## src/rtl/mips_ctrl_pkg.sv

```systemverilog
// Shared constants for the multicycle MIPS controller and ID stage.
// Opcodes, Funct codes, state/class enums and mux encodings.
package mips_ctrl_pkg;

    localparam logic [5:0] OP_RTYPE = 6'h00;
    localparam logic [5:0] OP_J     = 6'h02;
    localparam logic [5:0] OP_JAL   = 6'h03;
    localparam logic [5:0] OP_BEQ   = 6'h04;
    localparam logic [5:0] OP_BNE   = 6'h05;
    localparam logic [5:0] OP_BLEZ  = 6'h06;
    localparam logic [5:0] OP_BGTZ  = 6'h07;
    localparam logic [5:0] OP_ADDI  = 6'h08;
    localparam logic [5:0] OP_ADDIU = 6'h09;
    localparam logic [5:0] OP_SLTI  = 6'h0A;
    localparam logic [5:0] OP_SLTIU = 6'h0B;
    localparam logic [5:0] OP_ANDI  = 6'h0C;
    localparam logic [5:0] OP_ORI   = 6'h0D;
    localparam logic [5:0] OP_XORI  = 6'h0E;
    localparam logic [5:0] OP_LUI   = 6'h0F;
    localparam logic [5:0] OP_LW    = 6'h23;
    localparam logic [5:0] OP_SW    = 6'h2B;

    localparam logic [5:0] FN_JR    = 6'h08;

    typedef enum logic [2:0] {
        S_FETCH  = 3'd0,
        S_DECODE = 3'd1,
        S_EXEC   = 3'd2,
        S_ALUWB  = 3'd3,
        S_ADDR   = 3'd4,
        S_MEM    = 3'd5,
        S_MEMWB  = 3'd6,
        S_JUMP   = 3'd7
    } state_t;

    typedef enum logic [2:0] {
        CL_RTYPE   = 3'd0,
        CL_ITYPE   = 3'd1,
        CL_LOAD    = 3'd2,
        CL_STORE   = 3'd3,
        CL_JUMP    = 3'd4,
        CL_JR      = 3'd5,
        CL_BRANCH  = 3'd6,
        CL_ILLEGAL = 3'd7
    } ins_class_t;

    localparam logic [1:0] PCSRC_PC4  = 2'd0;
    localparam logic [1:0] PCSRC_BR   = 2'd1;
    localparam logic [1:0] PCSRC_JMP  = 2'd2;
    localparam logic [1:0] PCSRC_JR   = 2'd3;

    localparam logic [1:0] REGDST_RT  = 2'd0;
    localparam logic [1:0] REGDST_RD  = 2'd1;
    localparam logic [1:0] REGDST_R31 = 2'd2;

    localparam logic [1:0] WB_ALU     = 2'd0;
    localparam logic [1:0] WB_MEM     = 2'd1;
    localparam logic [1:0] WB_PC4     = 2'd2;

    localparam logic [1:0] SRCB_RD2   = 2'd0;
    localparam logic [1:0] SRCB_IMM   = 2'd1;
    localparam logic [1:0] SRCB_FOUR  = 2'd2;

endpackage

```

## src/rtl/mc_ins_class.sv

```systemverilog
// Instruction classifier: Opcode/Funct to execution class.
// Purely combinational, shared by decode and output logic.
module mc_ins_class
    import mips_ctrl_pkg::*;
(
    input  logic [5:0] Opcode,
    input  logic [5:0] Funct,
    output logic [2:0] Cls
);

    ins_class_t c;

    // Map the opcode (and Funct for JR) onto a class.
    always_comb begin
        c = CL_ILLEGAL;
        unique case (Opcode)
            OP_RTYPE:
                c = (Funct == FN_JR) ? CL_JR : CL_RTYPE;
            OP_J, OP_JAL:
                c = CL_JUMP;
            OP_BEQ, OP_BNE, OP_BLEZ, OP_BGTZ:
                c = CL_BRANCH;
            OP_ADDI, OP_ADDIU, OP_SLTI, OP_SLTIU,
            OP_ANDI, OP_ORI, OP_XORI, OP_LUI:
                c = CL_ITYPE;
            OP_LW:
                c = CL_LOAD;
            OP_SW:
                c = CL_STORE;
            default:
                c = CL_ILLEGAL;
        endcase
    end

    assign Cls = c;

endmodule

```

## src/rtl/mc_control.sv

```systemverilog
// Multicycle control sequencer for the single-port MIPS datapath.
// Owns the memory port arbitration and the retired-instruction count.
module mc_control
    import mips_ctrl_pkg::*;
#(
    parameter int RETIRE_W = 32
) (
    input  logic                CLK,
    input  logic                RST,
    input  logic [5:0]          Opcode,
    input  logic [5:0]          Funct,
    input  logic                MemAck,
    input  logic                BranchTaken,
    output logic                MemReq,
    output logic                MemWe,
    output logic                IorD,
    output logic                IRWrite,
    output logic                PCWrite,
    output logic [1:0]          PCSrc,
    output logic                RegWrite,
    output logic [1:0]          RegDst,
    output logic [1:0]          WBSel,
    output logic [1:0]          ALUSrcB,
    output logic [2:0]          State,
    output logic [RETIRE_W-1:0] Retired,
    output logic                Illegal
);

    state_t     state;
    state_t     state_nx;
    logic [2:0] cls_raw;
    ins_class_t cls;
    logic       retire;
    logic       is_jal;

    mc_ins_class u_cls (
        .Opcode (Opcode),
        .Funct  (Funct),
        .Cls    (cls_raw)
    );

    assign cls    = ins_class_t'(cls_raw);
    assign is_jal = (cls == CL_JUMP) && (Opcode == OP_JAL);
    assign State  = state;

    // State register.
    always_ff @(posedge CLK) begin
        if (RST) state <= S_FETCH;
        else     state <= state_nx;
    end

    // Retired-instruction counter; wraps naturally at full scale.
    always_ff @(posedge CLK) begin
        if (RST)         Retired <= '0;
        else if (retire) Retired <= Retired + RETIRE_W'(1);
    end

    // Next-state and datapath control, all outputs default to 0.
    always_comb begin
        state_nx = state;
        retire   = 1'b0;
        MemReq   = 1'b0;
        MemWe    = 1'b0;
        IorD     = 1'b0;
        IRWrite  = 1'b0;
        PCWrite  = 1'b0;
        PCSrc    = PCSRC_PC4;
        RegWrite = 1'b0;
        RegDst   = REGDST_RT;
        WBSel    = WB_ALU;
        ALUSrcB  = SRCB_RD2;
        Illegal  = 1'b0;
        unique case (state)
            S_FETCH: begin
                MemReq = 1'b1;
                if (MemAck) begin
                    IRWrite  = 1'b1;
                    PCWrite  = 1'b1;
                    PCSrc    = PCSRC_PC4;
                    state_nx = S_DECODE;
                end
            end
            S_DECODE: begin
                unique case (cls)
                    CL_RTYPE, CL_ITYPE:          state_nx = S_EXEC;
                    CL_JUMP, CL_JR, CL_BRANCH:   state_nx = S_JUMP;
                    CL_LOAD, CL_STORE:           state_nx = S_ADDR;
                    default: begin
                        Illegal  = 1'b1;
                        state_nx = S_FETCH;
                    end
                endcase
            end
            S_EXEC: begin
                ALUSrcB  = (cls == CL_RTYPE) ? SRCB_RD2 : SRCB_IMM;
                state_nx = S_ALUWB;
            end
            S_ALUWB: begin
                RegWrite = 1'b1;
                WBSel    = WB_ALU;
                RegDst   = (cls == CL_RTYPE) ? REGDST_RD : REGDST_RT;
                retire   = 1'b1;
                state_nx = S_FETCH;
            end
            S_ADDR: begin
                ALUSrcB  = SRCB_IMM;
                state_nx = S_MEM;
            end
            S_MEM: begin
                MemReq = 1'b1;
                IorD   = 1'b1;
                MemWe  = (cls == CL_STORE);
                if (MemAck) begin
                    if (cls == CL_STORE) begin
                        retire   = 1'b1;
                        state_nx = S_FETCH;
                    end else begin
                        state_nx = S_MEMWB;
                    end
                end
            end
            S_MEMWB: begin
                RegWrite = 1'b1;
                WBSel    = WB_MEM;
                RegDst   = REGDST_RT;
                retire   = 1'b1;
                state_nx = S_FETCH;
            end
            S_JUMP: begin
                retire   = 1'b1;
                state_nx = S_FETCH;
                if (cls == CL_JR) begin
                    PCWrite = 1'b1;
                    PCSrc   = PCSRC_JR;
                end else if (cls == CL_BRANCH) begin
                    PCWrite = BranchTaken;
                    PCSrc   = PCSRC_BR;
                end else begin
                    PCWrite = 1'b1;
                    PCSrc   = PCSRC_JMP;
                    if (is_jal) begin
                        RegWrite = 1'b1;
                        RegDst   = REGDST_R31;
                        WBSel    = WB_PC4;
                    end
                end
            end
            default: state_nx = S_FETCH;
        endcase
    end

endmodule

```

## config.mk

```make
export PLATFORM = sky130hd
export DESIGN_NAME = mc_control
export DESIGN_NICKNAME = d
export VERILOG_FILES = /design/src/rtl/mips_ctrl_pkg.sv /design/src/rtl/mc_ins_class.sv /design/src/rtl/mc_control.sv
export SDC_FILE = /design/constraint.sdc
export NUM_CORES = 1
export LEC_CHECK = 0
export BUFFER_PORTS_ARGS = -buffer_cell sky130_fd_sc_hd__buf_2
export CAP_MARGIN = 25
export CORE_ASPECT_RATIO = 0.8
export CORE_MARGIN = 5
export CORE_UTILIZATION = 54
export CTS_CLUSTER_SIZE = 25
export DETAILED_ROUTE_END_ITERATION = 10
export GPL_ROUTABILITY_DRIVEN = 0
export PLACE_DENSITY = 0.85
export SLEW_MARGIN = 20
export SYNTH_ARGS = -nofsm -noshare
export SYNTH_HDL_FRONTEND = slang
export SYNTH_SLANG_ARGS = --single-unit
export TNS_END_PERCENT = 1
```

## constraint.sdc

```tcl
create_clock -name CLK -period 3.65 [get_ports CLK]
set_input_delay 0.5475 -clock CLK [delete_from_list [all_inputs] [get_ports CLK]]
set_output_delay 0.5475 -clock CLK [all_outputs]
set_load 0.02 [all_outputs]
```

**Yosys cells after proc, flatten, opt, wreduce, memory -nomap -nowiden**

Cells that the tools add are included.

- Flip-flop bits (word level): 35
- Input bits: 16
- Output and inout bits: 50
- Word-level logic and storage cells: 85

- $add $sub $neg: 1
- Eq/ne operators: 32
- Muxes and demuxes: 35
- Reduce and logical (&&, ||, !) cells: 15

Operators with widths:

| kind | number |
|---|---|
| 6-bit by 4-bit == test with 1-bit output, second input constant | 9 |
| 3-bit one-hot mux with 6 select lines | 2 |
| 32-bit by 1-bit adder with 32-bit output, second input constant | 1 |
| 6-bit by 3-bit == test with 1-bit output, second input constant | 4 |
| 3-bit == test, second input constant | 7 |
| 1-bit two-way mux | 16 |
| 3-bit by 2-bit == test with 1-bit output, second input constant | 4 |
| 6-bit by 2-bit == test with 1-bit output, second input constant | 2 |
| 6-bit == test, second input constant | 2 |
| 2-bit two-way mux | 6 |
| 3-bit two-way mux | 4 |
| 2-bit OR reduction | 5 |
| 3-bit one-hot mux with 3 select lines | 1 |
| 1-bit one-hot mux with 2 select lines | 4 |
| 2-bit one-hot mux with 2 select lines | 2 |
| 8-bit OR reduction | 1 |
| 7-bit OR reduction | 1 |
| 3-bit by 1-bit == test with 1-bit output, second input constant | 2 |
| 3-bit zero test | 2 |
| 6-bit zero test | 1 |
| 3-bit OR reduction | 2 |
| 2-bit inequality test, second input constant | 2 |
| 4-bit OR reduction | 1 |
| 2-bit AND reduction | 1 |
| 1-bit logical AND | 1 |

**Logic depth before layout (Yosys ltp)**

Gate-level depths: netlist of run 1.

- Depth in word-level cells: 9
- Depth in mapped cells: 7
- Depth with buffers taken out: 6

**Modules after synthesis**

From an unflattened synthesis of run 1, not the netlist that was laid out.

- Cells, all modules: 270
- Area total of the unflattened synthesis: 2,184.6 um^2

By module, submodules not included:

| module | times used | cells each | area an instance (um^2) |
|---|---|---|---|
| mc_control | 1 | 251 | 2,074.5 |
| mc_ins_class | 1 | 19 | 110.1 |

**Worst setup path after synthesis of run 1**

Ideal clock, no wire load.

- Path kind: input-to-output
- Start point: input port Opcode[3]
- End point: output port RegWrite
- Arrival: 1.927 ns
- Data required time: 3.102 ns
- Setup slack: 1.175 ns
- Stages: 5
- Buffers on the path: 0
- Cell sequence: nor3_1 -> nand4_1 -> nor2_1 -> inv_1 -> a31oi_1

- Longest elaborated chain between the ends: 9
- Elaborated cells on any way between the ends: 29
- Classes of those cells: eq/ne (19); mux (5); reduce/logical (5)

RTL lines:

| element | RTL line | text |
|---|---|---|
| start: declaration | mc_control.sv:10 | `input logic [5:0] Opcode,` |
| 6-bit by 4-bit == test with 1-bit output (tied with other cells) | mc_ins_class.sv:16 | `unique case (Opcode)` |
| 8-bit OR reduction (tied with other cells) | mc_ins_class.sv:16 |  |
| 3-bit one-hot mux with 6 select lines | mc_ins_class.sv:16 |  |
| 3-bit == test | mc_control.sv:43 | `assign is_jal = (cls == CL_JUMP) && (Opcode == OP_JAL);` |
| 1-bit logical AND | mc_control.sv:43 |  |
| 1-bit two-way mux | mc_control.sv:141 | `if (is_jal) begin` |
| 1-bit two-way mux | mc_control.sv:135 | `end else if (cls == CL_BRANCH) begin` |
| 1-bit two-way mux * | mc_control.sv:132 | `if (cls == CL_JR) begin` |
| 1-bit one-hot mux with 2 select lines * | mc_control.sv:73 | `unique case (state)` |
| end: declaration | mc_control.sv:20 | `output logic RegWrite,` |

Every way passes the cells marked *; elsewhere a longest branch is shown, timed or not.

**Final worst setup path of run 1**

Same ends and word-level chain as after synthesis.

==> results.cfg, run 1 <==
[timing]
slew_headroom_pct = 57.4
worst_slack_ns = 1.16
fmaxAchievable_mhz = 401
hold_viol_final = 0
finalSetupViolCount = 0
clock_skew_ns = 0.00323
maxSlewViolCount = 0
min_period_over_period_pct = 68.3
tns_ns = 0
rsz0062_at_grt = false
tightestPinTransition_ns = 0.632
fin_crit_ns = 2.49

[power_and_ir_drop]
total_power_uw = 725
p_seq_share_pct = 54.0
internal_power_uw = 555
switchingPower_uw = 171
power_frac_clock_pct = 37.6
p_sw_share_pct = 23.5
p_leak_nw = 1.02
pwr-share-comb_pct = 8.5
power_density_nw_per_um2 = 300
ir_drop_v = 0.000241

[placed_design]
hpwl_um = 3700
dpl_worst_slack_ns = 1.09
dpl_cell_area_um2 = 2330
port_buffers = 64

[logic_synthesis]
synth_seq_cells = 35
syn_area_um2 = 2000
yosys-top-cells-area = dfxtp_1 (35%), xor2_1 (9.2%), nor2_1 (7.9%), nand4_1 (6.9%), nand2_1 (3.4%)
synth_common_cells = nor2_1 (42), dfxtp_1 (35), nand4_1 (22), xor2_1 (21), nand2_1 (18)
synth-adder-area-share_pct = 0.624
ys_seq_area_share_pct = 35.0
synth_top_family_by_area = simple AND/OR/NAND/NOR gates
ys.flop_type = dfxtp_1
synth_largest_area_cell = dfxtp_1
yosys.area.top_type_share_pct = 35.0
synthArstFlopShare_pct = 0
synthCells = 256
synth_xor_xnor_area_share_pct = 12.2
ys_types = 45
ys.warnings.count = 0
synth_area_per_cell_um2 = 7.83
yosys.cell_count.top_type = nor2_1
synthSimpleGateAreaFrac_pct = 36.5
muxShareOfSynthArea_pct = 0
syn_nets = 273
synth_compound_area_share_pct = 10.5
synth_edf_count = 0

[cts]
cts_resized = 0
post_cts.repair.setup_buffers = 0
hold_buffers = 0
cts_buffers = 5
clock-root-buffer = clkbuf_8
h-tree-depth = 2
cts_sinks = 35
clock_latency_ns = 0.28
cts_tree = done
clkTransAtPathRegs_ns = 0.06
cts_buffer_depth = 2

[drt]
vias = 2018
first_pass_iters = 5
wl_per_cell_um = 14.2
finalWirelength_um = 5050
drc = 0
drt_iter0_drc = 126
postRouteAntennaNets = 0
vias_per_cell = 5.67

[setup_path]
rr_startpoint = State[0]
worstPathCellList = buf_2 -> nor3_1 -> nand4_1 -> nor2_1 -> inv_1 -> a31oi_1 -> buf_2
crit_fanout = 5
critPathLaunchType = primary input
cp_num_buf_inv = 3
crit_top_cell = buf_2
worstReg2RegEnd = Retired[23]
critPathArrivalTime_ns = 1.94
worstPathRequired_ns = 3.10
worstSetupPathType = in2out
r2r_cells = 6
cp-end-kind = output port
cp_top_family = simple AND/OR/NAND/NOR gates
critPathMaxStageDelay_ns = 0.48
critical_path.slowest_cell = nor3_1
ff2ff_setup_slack_ns = 1.23

[global_route]
gr-total-overflow = 0
grt_usage_pct = 19.9
antenna_found_initial = 0
grt_pass1_vias = 1895
grt_pass1_wl_um = 8420
grt_max_degree = 37

[cells_and_area]
stdcell_area_um2 = 2420
area_delta_synth_final_pct = 20.7
diodes = 0
layout-drive-gt1-share_pct = 25.5
nets = 331

[floorplanning]
dieHeight_um = 64.5
coreArea_um2 = 3490
start_util_pct = 57.4
rows = 19
dieArea_um2 = 5040
die_w_um = 78.1
ios = 66

[min_path]
worstHoldStart = Retired[31]
whs_path_depth = 2
min_to = Retired[31]
hp-class = reg2reg

[run]
cap_violations = 0

[outcome]
status = completed
==> power by group through the flow <==
stage,clock network [mW],logic (mW),registers (mW)
detailed placement,0,0.0611,0.400
global placement,0,0.0602,0.400
CTS,0.279,0.0614,0.391
global route,0.299,0.0674,0.392
finish,0.272,0.0613,0.391
floorplan,0,0.0420,0.396
==> metal layers <==
layer | GRT usage (%) | up-vias | wire length [um]
li1 | - | 1031 | -
met1 | 25.9 | 909 | 2330
met2 | 32.7 | 75 | 2350
met3 | 5.40 | 3 | 371
met4 | 5.27 | 0 | 8
met5 | 0 | - | 0
==> cell families after synthesis <==
kind of cell / after synthesis
adder cells (fa/ha/maj): 1
AND/OR/NAND/NOR: 136
other: 1
XOR/XNOR: 28
AO/OA/AOI/OAI: 30
flip-flops: 35
buffers and inverters: 25
==> area by class of cell <==
cell class	count	area [um^2]
Sequential cell	35	701
Inverter	10	37.5
Multi-Input combinational cell	196	1200
Tap cell	42	52.6
Clock inverter	1	5.00
Clock buffer	6	82.6
Fill cell	300	1080
Timing Repair Buffer	66	335
==> metrics by stage <==
stage	utilization, %	hold WS [ns]	instances
2_1_floorplan	-	0.560	256
3_3_place_gp	66.7	0.480	349
3_5_place_dp	66.7	0.508	349
4_1_cts	69.2	0.523	356
5_1_grt	69.2	0.554	356
6_report	69.2	0.515	356
==> worst reg2reg max path, cell delays in order, from the launching register on <==
cell and delay (ns):
dfxtp_1 0.67, nand4b_1 0.26, o31ai_2 0.27, buf_4 0.25, nand4_1 0.22, or4_1 0.53
a21oi_1 0.16
==> placed cells by master, fill, tap and decap left out, types with 3 or more instances in the layout <==
cell and n:
nor3_1 8, clkbuf_8 6, a31oi_1 3, inv_1 10, nand4_1 22, nor2_1 42
o21ai_0 3, xor2_1 21, buf_2 64, dfxtp_1 35, a21oi_1 10, and3_1 5
nand3_1 12, xnor2_1 7, nand2_1 18, nor4_1 7
==> flip-flops by register name, summed over array words and instances (netlist names) <==
register,count
Retired,32
State,3
==> how the worst max path moves through the flow <==
stage | from | end | cells past startpoint
floorplan | Opcode[3] | RegWrite | 5
global placement | Opcode[2] | Retired[23] | 7
detailed placement | Opcode[2] | Retired[23] | 7
CTS | Opcode[3] | RegWrite | 7
global route | Opcode[3] | RegWrite | 7
finish | Opcode[3] | RegWrite | 7
Power figures use the tool's default switching activity.
==> run 2: changes to the inputs <==
- CORE_UTILIZATION: 54 -> 45
- PLACE_DENSITY: 0.85 -> 0.75
- clock period: 3.65 -> 2.25 ns (I/O delays scaled with it)
==> results.cfg, run 2 (synthesis gave the netlist of run 1 again) <==
[global_route]
antenna_found_initial = 0
gr-total-overflow = 0
grt_pass1_vias = 1846
grt_pass1_wl_um = 8870
grt_max_degree = 37
grt_usage_pct = 18.0

[power_and_ir_drop]
internal_power_uw = 944
p_sw_share_pct = 24.2
p_leak_nw = 1.09
power_frac_clock_pct = 40.5
ir_drop_v = 0.000396
switchingPower_uw = 302
p_seq_share_pct = 50.3
pwr-share-comb_pct = 9.2
power_density_nw_per_um2 = 489

[drt]
drc = 0
first_pass_iters = 4
vias_per_cell = 5.41
finalWirelength_um = 5360
postRouteAntennaNets = 0
wl_per_cell_um = 13.9
drt_iter0_drc = 103
vias = 2083

[timing]
rsz0062_at_grt = false
tns_ns = 0
clock_skew_ns = 0.00544
tightestPinTransition_ns = 0.670
worst_slack_ns = 0.228
slew_headroom_pct = 55.3
hold_viol_final = 0
min_period_over_period_pct = 89.9
fin_crit_ns = 2.02
maxSlewViolCount = 0
finalSetupViolCount = 0
fmaxAchievable_mhz = 495

[setup_path]
crit_fanout = 11
r2r_cells = 5
cp-end-kind = output port
critPathArrivalTime_ns = 1.68
worstPathRequired_ns = 1.91
critPathLaunchType = flip-flop
ff2ff_setup_slack_ns = 0.27
worstSetupPathType = reg2out

[floorplanning]
dieArea_um2 = 5900
dieHeight_um = 69.7
coreArea_um2 = 4260
start_util_pct = 47.1
die_w_um = 84.6
rows = 21
ios = 66

[cells_and_area]
max_flop_register = Retired
layout-drive-gt1-share_pct = 28.4
area_delta_synth_final_pct = 27.1
nets = 344
largest_register_ffs = 32
final_cell_mix = buf_2 (64), nor2_1 (42), dfxtp_1 (35)
stdcell_count = 385
diodes = 0
final_common_cell = buf_2

[outcome]
status = completed

[min_path]
hp-class = in2reg
whs_path_depth = 4

[placed_design]
hpwl_um = 3920
place_inst = 377
port_buffers = 64
dpl_worst_slack_ns = 0.285

[cts]
h-tree-depth = 2
clock_latency_ns = 0.28
cts_resized = 0
cts_sinks = 35
clock-root-buffer = clkbuf_8
clkTransAtPathRegs_ns = 0.07
cts_buffer_depth = 2
cts_tree = done
post_cts.repair.setup_buffers = 0
cts_buffers = 5
hold_buffers = 0

[run]
cap_violations = 0
## run 2: final timing paths
path                     from     endpoint
setup / recovery     State[2]     RegWrite
hold / removal      Opcode[4]     State[2]
setup reg to reg  Retired[10]  Retired[23]
hold reg to reg   Retired[24]  Retired[24]
## run 2: area by class of cell
class | count | area, um^2
clock buffer | 8 | 100
fill | 425 | 1710
inverter | 10 | 37.5
multi-input combinational | 196 | 1200
sequential | 35 | 701
tap | 57 | 71.3
timing repair buffer | 79 | 433
## run 2: power groups by stage
stage	combinational, mW	sequential, mW	clock (mW)
2_1_floorplan	0.0681	0.643	0
3_3_place_gp	0.113	0.641	0
3_5_place_dp	0.114	0.641	0
4_1_cts	0.114	0.627	0.514
5_1_grt	0.126	0.627	0.539
6_report	0.115	0.627	0.505
## run 2: routing by layer
layer	GRT usage (%)	vias to the layer above	part of all wire (%)
met5	0	-	0
met2	27.5	71	45
li1	-	1049	-
met1	25.4	958	47
met3	4.16	5	7.1
met4	4.57	0	0.76
## run 2: metrics by stage
step                      instance area, um^2  utilization, %  hold WS (ns)  total power [mW]
after floorplan                          2000               -         0.549             0.711
after global placement                   2450            57.5         0.492             0.754
after detailed placement                 2450            57.5         0.508             0.756
after CTS                                2550            59.8         0.441              1.26
after global routing                     2550            59.8         0.484              1.29
final                                    2550            59.8         0.444              1.25
## run 2: critical path, cell delays in order (launching register included)
cell	delay (ns)
dfxtp_1	0.45
buf_4	0.22
nand4_1	0.16
nor2_1	0.18
inv_1	0.06
a31oi_1	0.14
buf_2	0.18
==> run 3: changes to the inputs <==
- CELL_PAD_IN_SITES_DETAIL_PLACEMENT: not set -> 0
- CELL_PAD_IN_SITES_GLOBAL_PLACEMENT: not set -> 1
- CORE_UTILIZATION: 45 -> 32
- PLACE_DENSITY: 0.75 -> not set
- PLACE_DENSITY_LB_ADDON: not set -> 0.1
- clock period: 2.25 -> 1.7 ns (I/O delays scaled with it)
==> results.cfg, run 3 (synthesis gave the netlist of run 1 again) <==
[cts]
cts_buffers = 5
hold_buffers = 0
clkTransAtPathRegs_ns = 0.07
h-tree-depth = 2
clock_latency_ns = 0.28
cts_buffer_depth = 2
cts_tree = done
clock-root-buffer = clkbuf_8
cts_sinks = 35

[floorplanning]
rows = 25
coreArea_um2 = 6010
dieHeight_um = 80.8
start_util_pct = 33.4
ios = 66
dieArea_um2 = 7960
die_w_um = 98.5

[setup_path]
worstReg2RegEnd = Retired[23]
critPathLaunchType = flip-flop
critical_path.slowest_cell = or4_1
worstPathRequired_ns = 1.91
crit_fanout = 5
endpoint = Retired[23]
critPathMaxStageDelay_ns = 0.50
cp-end-kind = flip-flop
ff2ff_setup_slack_ns = -0.08
rr_startpoint = State[0]
critPathArrivalTime_ns = 1.99
timing.critical_path.from = State[0]
r2r_cells = 5
worstPathCellList = nand4b_1 -> o31ai_4 -> nand4_1 -> or4_1 -> a21oi_1
worstSetupPathType = reg2reg

[timing]
worst_slack_ns = -0.0773
hold_slack_ns = 0.252
hold_viol_final = 0
maxSlewViolCount = 0
rsz0062_at_grt = true
fmaxAchievable_mhz = 563
min_period_over_period_pct = 105
finalSetupViolCount = 3
fin_crit_ns = 1.78
clock_skew_ns = 0.00438

[power_and_ir_drop]
ir_drop_v = 0.000275
power_density_nw_per_um2 = 538
p_leak_nw = 1.28

[cells_and_area]
final_common_cell = buf_2
final_cell_mix = buf_2 (60), buf_4 (48), nor2_1 (41)
max_flop_register = Retired
nets = 377
largest_register_ffs = 32
area_delta_synth_final_pct = 47.0
layout-drive-gt1-share_pct = 43.1
diodes = 0
stdcell_count = 441

[drt]
wl_per_cell_um = 13.8
first_pass_iters = 4
drc = 0
postRouteAntennaNets = 0
drt_iter0_drc = 114
vias = 2192
finalWirelength_um = 6080
vias_per_cell = 4.97

[placed_design]
port_buffers = 64
place_inst = 430
hpwl_um = 4610

[min_path]
whs_path_depth = 2
hp-class = in2reg

[global_route]
grt_max_degree = 28
grt_usage_pct = 16.1
gr-total-overflow = 0
antenna_found_initial = 0
grt_pass1_wl_um = 10400
grt_pass1_vias = 2188

[outcome]
status = complete, but fails checks
violations = setup timing

[run]
cap_violations = 0
==> run 3: changes by cell type in the layout (fill, tap and decap cells not counted), moves of 4 or more <==
cell / change
buf_2: -4
buf_4: +33
dfxtp_1: -18
dfxtp_2: +13
dfxtp_4: +5
==> run 3: area by class of cell <==
class	count	area, um^2
multi-input combinational	196	1280
sequential	35	736
clock buffer	7	76.3
tap	81	101
inverter	10	37.5
timing repair buffer	112	713
fill	613	3060
==> run 3: worst min-delay path by stage <==
| stage | slack [ns] | start | to |
|---|---|---|---|
| 4_1_cts | 0.25 | RST | State[2] |
| 3_5_place_dp | 0.50 | Retired[31] | Retired[31] |
| 6_report | 0.25 | RST | State[2] |
| 5_1_grt | 0.27 | RST | State[2] |
| 3_3_place_gp | 0.49 | Retired[13] | Retired[13] |
| 2_1_floorplan | 0.46 | Opcode[4] | State[2] |
==> run 3: worst max-delay path: cells and delay by family, from the launching register on <==
family             cells  cell delay, ns
and+or+nand+nor        3            0.92
AOI/OAI and AO/OA      2            0.41
DFF                    1            0.39
==> run 3: where the power goes <==
group	internal, mW	switching [mW]	leakage, nW
combinational	0.0822	0.112	0.946
clock	0.282	0.285	0.0383
sequential	0.818	0.00656	0.293
==> run 3: metrics by stage <==
step           utilization (%)  area, um^2  total power, mW  setup TNS (ns)  worst slack [ns]
2_1_floorplan                -        2080            0.944           -1.03            -0.131
3_3_place_gp              45.9        2760             1.01          -0.539            -0.102
3_5_place_dp              45.9        2760             1.01          -0.597            -0.178
4_1_cts                   48.3        2900             1.60          -0.108           -0.0635
5_1_grt                   49.1        2950             1.67           -1.55            -0.195
6_report                  49.1        2950             1.59          -0.105           -0.0773
==> run 3: metal layers <==
metal,track usage [%],share of wire (%),vias up
met1,22.5,51,1024
met3,3.78,3.2,5
met5,0,0,-
li1,-,-,1131
met4,3.27,0.66,0
met2,25.5,45,32
==> run 3: repair_timing <==
| item | in CTS | in global routing |
|---|---|---|
| pin swaps | 9 | 2 |
| endpoints found under the setup margin | 9 | 27 |
| setup buffers | 3 | 1 |
| resized for setup | 11 | 10 |
